File: src/rtl/vga_pkg.sv
// Shared VGA timing constants, sync polarity encodings and a constant-safe clog2.
package vga_pkg;

  localparam int unsigned VGA_H_ACTIVE = 640;
  localparam int unsigned VGA_H_FP     = 16;
  localparam int unsigned VGA_H_SYNC   = 96;
  localparam int unsigned VGA_H_BP     = 48;
  localparam int unsigned VGA_V_ACTIVE = 480;
  localparam int unsigned VGA_V_FP     = 10;
  localparam int unsigned VGA_V_SYNC   = 2;
  localparam int unsigned VGA_V_BP     = 33;

  localparam int unsigned POL_LOW  = 0;
  localparam int unsigned POL_HIGH = 1;

  // Payload carried through the pixel delay line.
  typedef struct packed {
    logic hs;
    logic vs;
    logic active;
  } sync_t;

  function automatic int unsigned clog2(input int unsigned value);
    int unsigned r;
    int unsigned v;
    r = 0;
    v = (value > 0) ? value - 1 : 0;
    while (v > 0) begin
      r++;
      v = v >> 1;
    end
    return r;
  endfunction

  function automatic bit is_pow2(input int unsigned value);
    return (value != 0) && ((value & (value - 1)) == 0);
  endfunction

endpackage

File: src/rtl/vga_sync_delay.sv
// Pixel-strobe-advanced shift register that aligns sync/active with the colour path.
module vga_sync_delay #(
  parameter int unsigned DEPTH = 2,
  parameter int unsigned WIDTH = 3
) (
  input  logic             clk,
  input  logic             rst_n,
  input  logic             clr,
  input  logic             adv,
  input  logic [WIDTH-1:0] d,
  output logic [WIDTH-1:0] q
);

  if (DEPTH == 0) begin : g_bypass
    logic unused;
    assign unused = ^{clk, rst_n, clr, adv};
    assign q = d;
  end else begin : g_shift
    logic [WIDTH-1:0] sr_q [DEPTH];

    always_ff @(posedge clk or negedge rst_n) begin
      if (!rst_n) begin
        for (int i = 0; i < DEPTH; i++) sr_q[i] <= '0;
      end else if (clr) begin
        for (int i = 0; i < DEPTH; i++) sr_q[i] <= '0;
      end else if (adv) begin
        sr_q[0] <= d;
        for (int i = 1; i < DEPTH; i++) sr_q[i] <= sr_q[i-1];
      end
    end

    assign q = sr_q[DEPTH-1];
  end

endmodule

File: src/rtl/vga_text_timing.sv
// VGA raster timing with character-cell decode and a delay-matched, registered pin stage.
module vga_text_timing
  import vga_pkg::*;
#(
  parameter int unsigned H_ACTIVE   = VGA_H_ACTIVE,
  parameter int unsigned H_FP       = VGA_H_FP,
  parameter int unsigned H_SYNC     = VGA_H_SYNC,
  parameter int unsigned H_BP       = VGA_H_BP,
  parameter int unsigned V_ACTIVE   = VGA_V_ACTIVE,
  parameter int unsigned V_FP       = VGA_V_FP,
  parameter int unsigned V_SYNC     = VGA_V_SYNC,
  parameter int unsigned V_BP       = VGA_V_BP,
  parameter int unsigned H_POL      = POL_LOW,
  parameter int unsigned V_POL      = POL_LOW,
  parameter int unsigned CLK_DIV    = 4,
  parameter int unsigned CHAR_W     = 8,
  parameter int unsigned CHAR_H     = 16,
  parameter int unsigned COLOR_BITS = 4,
  parameter int unsigned PIPE_DLY   = 2,
  localparam int unsigned H_TOTAL   = H_ACTIVE + H_FP + H_SYNC + H_BP,
  localparam int unsigned V_TOTAL   = V_ACTIVE + V_FP + V_SYNC + V_BP,
  localparam int unsigned XW        = clog2(H_TOTAL),
  localparam int unsigned YW        = clog2(V_TOTAL),
  localparam int unsigned CWB       = clog2(CHAR_W),
  localparam int unsigned CHB       = clog2(CHAR_H)
) (
  input  logic                  CLK,
  input  logic                  RST_BTN,
  input  logic                  EN,
  input  logic [COLOR_BITS-1:0] PIX_R,
  input  logic [COLOR_BITS-1:0] PIX_G,
  input  logic [COLOR_BITS-1:0] PIX_B,
  output logic                  VGA_HS_O,
  output logic                  VGA_VS_O,
  output logic [COLOR_BITS-1:0] VGA_R,
  output logic [COLOR_BITS-1:0] VGA_G,
  output logic [COLOR_BITS-1:0] VGA_B,
  output logic [XW-1:0]         PIX_X,
  output logic [YW-1:0]         PIX_Y,
  output logic [XW-CWB-1:0]     CHAR_COL,
  output logic [YW-CHB-1:0]     CHAR_ROW,
  output logic [CWB-1:0]        GLYPH_X,
  output logic [CHB-1:0]        GLYPH_Y,
  output logic                  ACTIVE,
  output logic                  PIX_STB,
  output logic                  LINE_START,
  output logic                  FRAME_START
);

  if (CLK_DIV < 1) begin : g_bad_div
    $error("vga_text_timing: CLK_DIV must be at least 1");
  end
  if (!is_pow2(CHAR_W) || CHAR_W < 2 || !is_pow2(CHAR_H) || CHAR_H < 2) begin : g_bad_char
    $error("vga_text_timing: CHAR_W and CHAR_H must be powers of two");
  end
  if (PIPE_DLY > 7) begin : g_bad_dly
    $error("vga_text_timing: PIPE_DLY must be in 0..7");
  end

  localparam int unsigned DW = (CLK_DIV > 1) ? clog2(CLK_DIV) : 1;
  localparam logic [DW-1:0] DivLast  = DW'(CLK_DIV - 1);
  localparam logic [XW-1:0] XLast    = XW'(H_TOTAL - 1);
  localparam logic [XW-1:0] XActive  = XW'(H_ACTIVE);
  localparam logic [XW-1:0] HsStart  = XW'(H_ACTIVE + H_FP);
  localparam logic [XW-1:0] HsEnd    = XW'(H_ACTIVE + H_FP + H_SYNC);
  localparam logic [YW-1:0] YLast    = YW'(V_TOTAL - 1);
  localparam logic [YW-1:0] YActive  = YW'(V_ACTIVE);
  localparam logic [YW-1:0] VsStart  = YW'(V_ACTIVE + V_FP);
  localparam logic [YW-1:0] VsEnd    = YW'(V_ACTIVE + V_FP + V_SYNC);
  localparam logic          HsOn     = (H_POL != POL_LOW);
  localparam logic          VsOn     = (V_POL != POL_LOW);

  // Reset asserts immediately but releases two clocks later, in step with CLK.
  logic [1:0] rst_sync_q;
  logic       rst_n;

  always_ff @(posedge CLK or negedge RST_BTN) begin
    if (!RST_BTN) rst_sync_q <= '0;
    else          rst_sync_q <= {rst_sync_q[0], 1'b1};
  end
  assign rst_n = rst_sync_q[1];

  logic [DW-1:0] div_q, div_d;
  logic [XW-1:0] x_q, x_d;
  logic [YW-1:0] y_q, y_d;
  logic          pix_stb;

  assign pix_stb = rst_n & EN & (div_q == DivLast);

  always_comb begin
    div_d = (div_q == DivLast) ? '0 : div_q + DW'(1);
    x_d   = x_q;
    y_d   = y_q;
    if (pix_stb) begin
      if (x_q == XLast) begin
        x_d = '0;
        y_d = (y_q == YLast) ? '0 : y_q + YW'(1);
      end else begin
        x_d = x_q + XW'(1);
      end
    end
  end

  always_ff @(posedge CLK or negedge rst_n) begin
    if (!rst_n) begin
      div_q <= '0;
      x_q   <= '0;
      y_q   <= '0;
    end else if (!EN) begin
      div_q <= '0;
      x_q   <= '0;
      y_q   <= '0;
    end else begin
      div_q <= div_d;
      x_q   <= x_d;
      y_q   <= y_d;
    end
  end

  sync_t raw_sync, dly_sync;
  logic  clr;

  always_comb begin
    raw_sync.hs     = (x_q >= HsStart) && (x_q < HsEnd);
    raw_sync.vs     = (y_q >= VsStart) && (y_q < VsEnd);
    raw_sync.active = rst_n && EN && (x_q < XActive) && (y_q < YActive);
  end

  assign clr = ~EN;

  vga_sync_delay #(
    .DEPTH (PIPE_DLY),
    .WIDTH ($bits(sync_t))
  ) u_sync_delay (
    .clk   (CLK),
    .rst_n (rst_n),
    .clr   (clr),
    .adv   (pix_stb),
    .d     (raw_sync),
    .q     (dly_sync)
  );

  logic                  hs_q, vs_q;
  logic [COLOR_BITS-1:0] r_q, g_q, b_q;

  always_ff @(posedge CLK or negedge rst_n) begin
    if (!rst_n) begin
      hs_q <= ~HsOn;
      vs_q <= ~VsOn;
      r_q  <= '0;
      g_q  <= '0;
      b_q  <= '0;
    end else if (!EN) begin
      hs_q <= ~HsOn;
      vs_q <= ~VsOn;
      r_q  <= '0;
      g_q  <= '0;
      b_q  <= '0;
    end else if (pix_stb) begin
      hs_q <= dly_sync.hs ? HsOn : ~HsOn;
      vs_q <= dly_sync.vs ? VsOn : ~VsOn;
      r_q  <= dly_sync.active ? PIX_R : '0;
      g_q  <= dly_sync.active ? PIX_G : '0;
      b_q  <= dly_sync.active ? PIX_B : '0;
    end
  end

  assign VGA_HS_O    = hs_q;
  assign VGA_VS_O    = vs_q;
  assign VGA_R       = r_q;
  assign VGA_G       = g_q;
  assign VGA_B       = b_q;
  assign PIX_X       = x_q;
  assign PIX_Y       = y_q;
  assign CHAR_COL    = x_q[XW-1:CWB];
  assign GLYPH_X     = x_q[CWB-1:0];
  assign CHAR_ROW    = y_q[YW-1:CHB];
  assign GLYPH_Y     = y_q[CHB-1:0];
  assign ACTIVE      = raw_sync.active;
  assign PIX_STB     = pix_stb;
  assign LINE_START  = pix_stb & (x_q == '0);
  assign FRAME_START = pix_stb & (x_q == '0) & (y_q == '0);

endmodule

File: config.mk
export PLATFORM = sky130hd
export DESIGN_NAME = vga_text_timing
export DESIGN_NICKNAME = d
export VERILOG_FILES = /design/src/rtl/vga_pkg.sv /design/src/rtl/vga_sync_delay.sv /design/src/rtl/vga_text_timing.sv
export SDC_FILE = /design/constraint.sdc
export NUM_CORES = 1
export LEC_CHECK = 0
export CELL_PAD_IN_SITES_DETAIL_PLACEMENT = 0
export CELL_PAD_IN_SITES_GLOBAL_PLACEMENT = 2
export CORE_ASPECT_RATIO = 1.4
export CORE_MARGIN = 1.5
export CORE_UTILIZATION = 27
export CTS_BUF_LIST = sky130_fd_sc_hd__clkbuf_16
export CTS_CLUSTER_DIAMETER = 80
export DETAILED_ROUTE_END_ITERATION = 12
export PLACE_DENSITY_LB_ADDON = 0.1
export RECOVER_POWER = 100
export SLEW_MARGIN = 20
export SYNTH_ARGS = -nofsm -noshare
export SYNTH_HDL_FRONTEND = slang
export SYNTH_SLANG_ARGS = --single-unit
export TNS_END_PERCENT = 20
File: constraint.sdc
create_clock -name CLK -period 3.07 [get_ports CLK]
set_input_delay 0.4605 -clock CLK [delete_from_list [all_inputs] [get_ports CLK]]
set_output_delay 0.4605 -clock CLK [all_outputs]
set_load 0.02 [all_outputs]
==> flow_summary.ini <==
[status]
outcome = finished, final reports clean

[cells_and_area]
stdcell_count = 383
num_antenna_cells = 0
stdcell_area_mm2 = 0.003093
fin_nets = 301
syn2layout_area_growth_pct = 38.80
layout_commonest_cell = dlygate4sd3_1
drive_gt1_share_pct = 5.694
final_cell_mix = 58 x dlygate4sd3_1, 41 x dfrtp_1, 24 x nand2_1
fillers = 866

[timing]
slew_headroom_pct = 26.07
hold_violations = 0
slew_viol_final = 0
min_period_over_period_pct = 91.45
max_freq_mhz = 356.2
clock_skew_ns = 0.002638
grt_setup_unrepaired = false
whs_ns = 0.2912
setup_viol = 0
worst_pin_slew_ns = 1.109
min_period_ns = 2.808
tns_ns = 0

[clocking]
post_cts_resized = 0
htreeDepth = 2
clk_pin_slew_ns = 0.06
cts_buffer_depth = 2
postCtsHoldBufs = 0
cts.sinks = 44
insertion_delay_ns = 0.29
cts_tree = yes
root_buffer = clkbuf_16
cts-buffers-inserted = 5
post_cts_buffers = 0

[pwr]
power_mw = 1.288
peakVddDrop_mv = 0.1741
leakagePower_nw = 1.462
power.density_mw_per_mm2 = 416.4

[logic_synthesis]
synthesis.area_mm2 = 0.002228
ys_top_cells_by_area = dfrtp_1 47%, buf_4 6.7%, a22o_1 4.7%
synth_nets = 245
syn_avg_cell_area_um2 = 9.948
ys_seq_elements = 44
synth_seq_area_share_pct = 49.52
synth-edff-count = 0
ys_types = 44
synthArstFlopShare_pct = 100.0
synth_warnings = 0
synth.top_cell.area_share_pct = 47.16
syn_inst = 224
ys.flop_type = dfrtp_1
yosysTopAreaCell = dfrtp_1

[critical_path]
crit_arrival_ns = 2.35
critPathMaxFanout = 11
crit_buf_inv = 4
crit_cells = 5
crit_type = in2out
r2r_slack_ns = 0.48
cp_slowest_cell = clkdlybuf4s50_1
worst_setup_path_end_kind = primary output
r2r_end = PIX_Y[9]
worstPathCellList = dlygate4sd3_1 > nand3_1 > clkbuf_1 > inv_1 > clkdlybuf4s50_1
startpoint = EN
crit_end = PIX_STB
startpoint_type = input port
critPathTopFamily = buffers and inverters
r2r_start = div_q[0]
reg2reg_depth = 6
max_stage_delay_ns = 0.59
critPathRequiredTime_ns = 2.61

[routing]
drt_iter0_drc = 37
routedWlPerCell_um = 15.36
ant_nets = 0
routed_wl_um = 5883
viasPerCell = 4.812
drt_pass1_iterations = 4
drc = 0
vias = 1843

[hold_path]
hold_class = reg2async

[placed_design]
placed_cells = 375
place.gp.congestion = 0.7759
dpl.hpwl_um = 4205
placed_cell_area_mm2 = 0.002940
io_buffers = 72

[die]
fp.dieH_um = 110.5
num_rows = 39
dieArea_mm2 = 0.008815
coreArea_mm2 = 0.008100
initial_utilization_pct = 27.51
pin_count = 73
die_x_um = 79.78

[job]
maxCapViolCount = 0

[grt]
grt_usage_pct = 14.10
antenna_found_initial = 0
grt_first_pass_wirelength_um = 9694
grt_pass1_vias = 1834
grt_overflow_total = 0
grt_max_degree = 27
[synth_stat cells (all sizes together), types with 3 or more instances]
cell type / number
nand2: 24
and3: 3
a21oi: 3
ha: 6
nor4: 6
clkbuf: 9
o21ai: 6
inv: 10
nand4: 5
nand3: 12
o31ai: 6
dfrtp: 42
o211ai: 7
and4: 3
xnor2: 5
nor2: 9
nor3: 7
buf: 21
a22o: 12
[layout make-up]
type | instances | area, um2 | area share [%]
inverters | 10 | 37.54 | 1.214
multi-input cells | 140 | 897.1 | 29.00
flip-flops and latches | 44 | 1105 | 35.72
clock inverters | 3 | 42.54 | 1.375
clock buffers | 5 | 125.1 | 4.045
well taps | 102 | 127.6 | 4.126
repair buffers | 79 | 758.2 | 24.51
[cell families (layout without fill, tap and decap cells)]
| family | Yosys count | count (layout) | synth area share, % |
|---|---|---|---|
| simple gates | 82 | 82 | 19.04 |
| buf+inv | 40 | 97 | 10.22 |
| xor+xnor | 7 | 7 | 2.751 |
| mux | 1 | 1 | 0.5053 |
| flops | 44 | 44 | 49.52 |
| other cells | 1 | 1 | 0.1683 |
| compound gates | 43 | 43 | 14.43 |
| fa+ha+maj | 6 | 6 | 3.369 |
[worst min path at each step]
stage	startpoint	endpoint	slack, ns	cells after the start
finish	rst_sync_q[1]	div_q[1]	0.29	1
global route	rst_sync_q[1]	PIX_X[6]	0.33	1
CTS	rst_sync_q[1]	PIX_X[4]	0.29	1
detailed placement	rst_sync_q[1]	PIX_X[4]	0.28	1
global placement	rst_sync_q[1]	PIX_X[4]	0.28	1
floorplan	RST_BTN	rst_sync_q[0]	0.16	0
[registers in the layout (all words and copies together), names as in the netlist]
| signal | count |
|---|---|
| VGA_HS_O | 1 |
| div_q | 2 |
| PIX_Y | 10 |
| PIX_X | 10 |
| u_sync_delay.q | 3 |
| u_sync_delay.g_shift.sr_q | 3 |
| VGA_G | 4 |
| VGA_B | 4 |
| VGA_R | 4 |
| rst_sync_q | 2 |
| VGA_VS_O | 1 |
[per-stage QoR]
step	setup slack [ns]	util, %
6_report	0.2625	38.18
2_1_floorplan	0.3604	-
3_3_place_gp	0.3203	36.30
4_1_cts	0.3078	38.37
3_5_place_dp	0.2637	36.30
5_1_grt	0.1044	38.18
[power by group]
part           internal [mW]  switching [mW]  total (mW)
clock                  0.382           0.230       0.612
combinational         0.0339          0.0461      0.0800
sequential             0.589         0.00702       0.596
total                   1.00           0.283        1.29
[metal layers]
metal | wire length [um] | track usage (%) | vias to the layer above
met3 | 242 | 2.645 | 7
met2 | 3041 | 23.62 | 48
met5 | 0 | 0 | -
li1 | - | - | 897
met4 | 92 | 5.172 | 0
met1 | 2506 | 17.78 | 891
(Power assumes the default switching activity.)
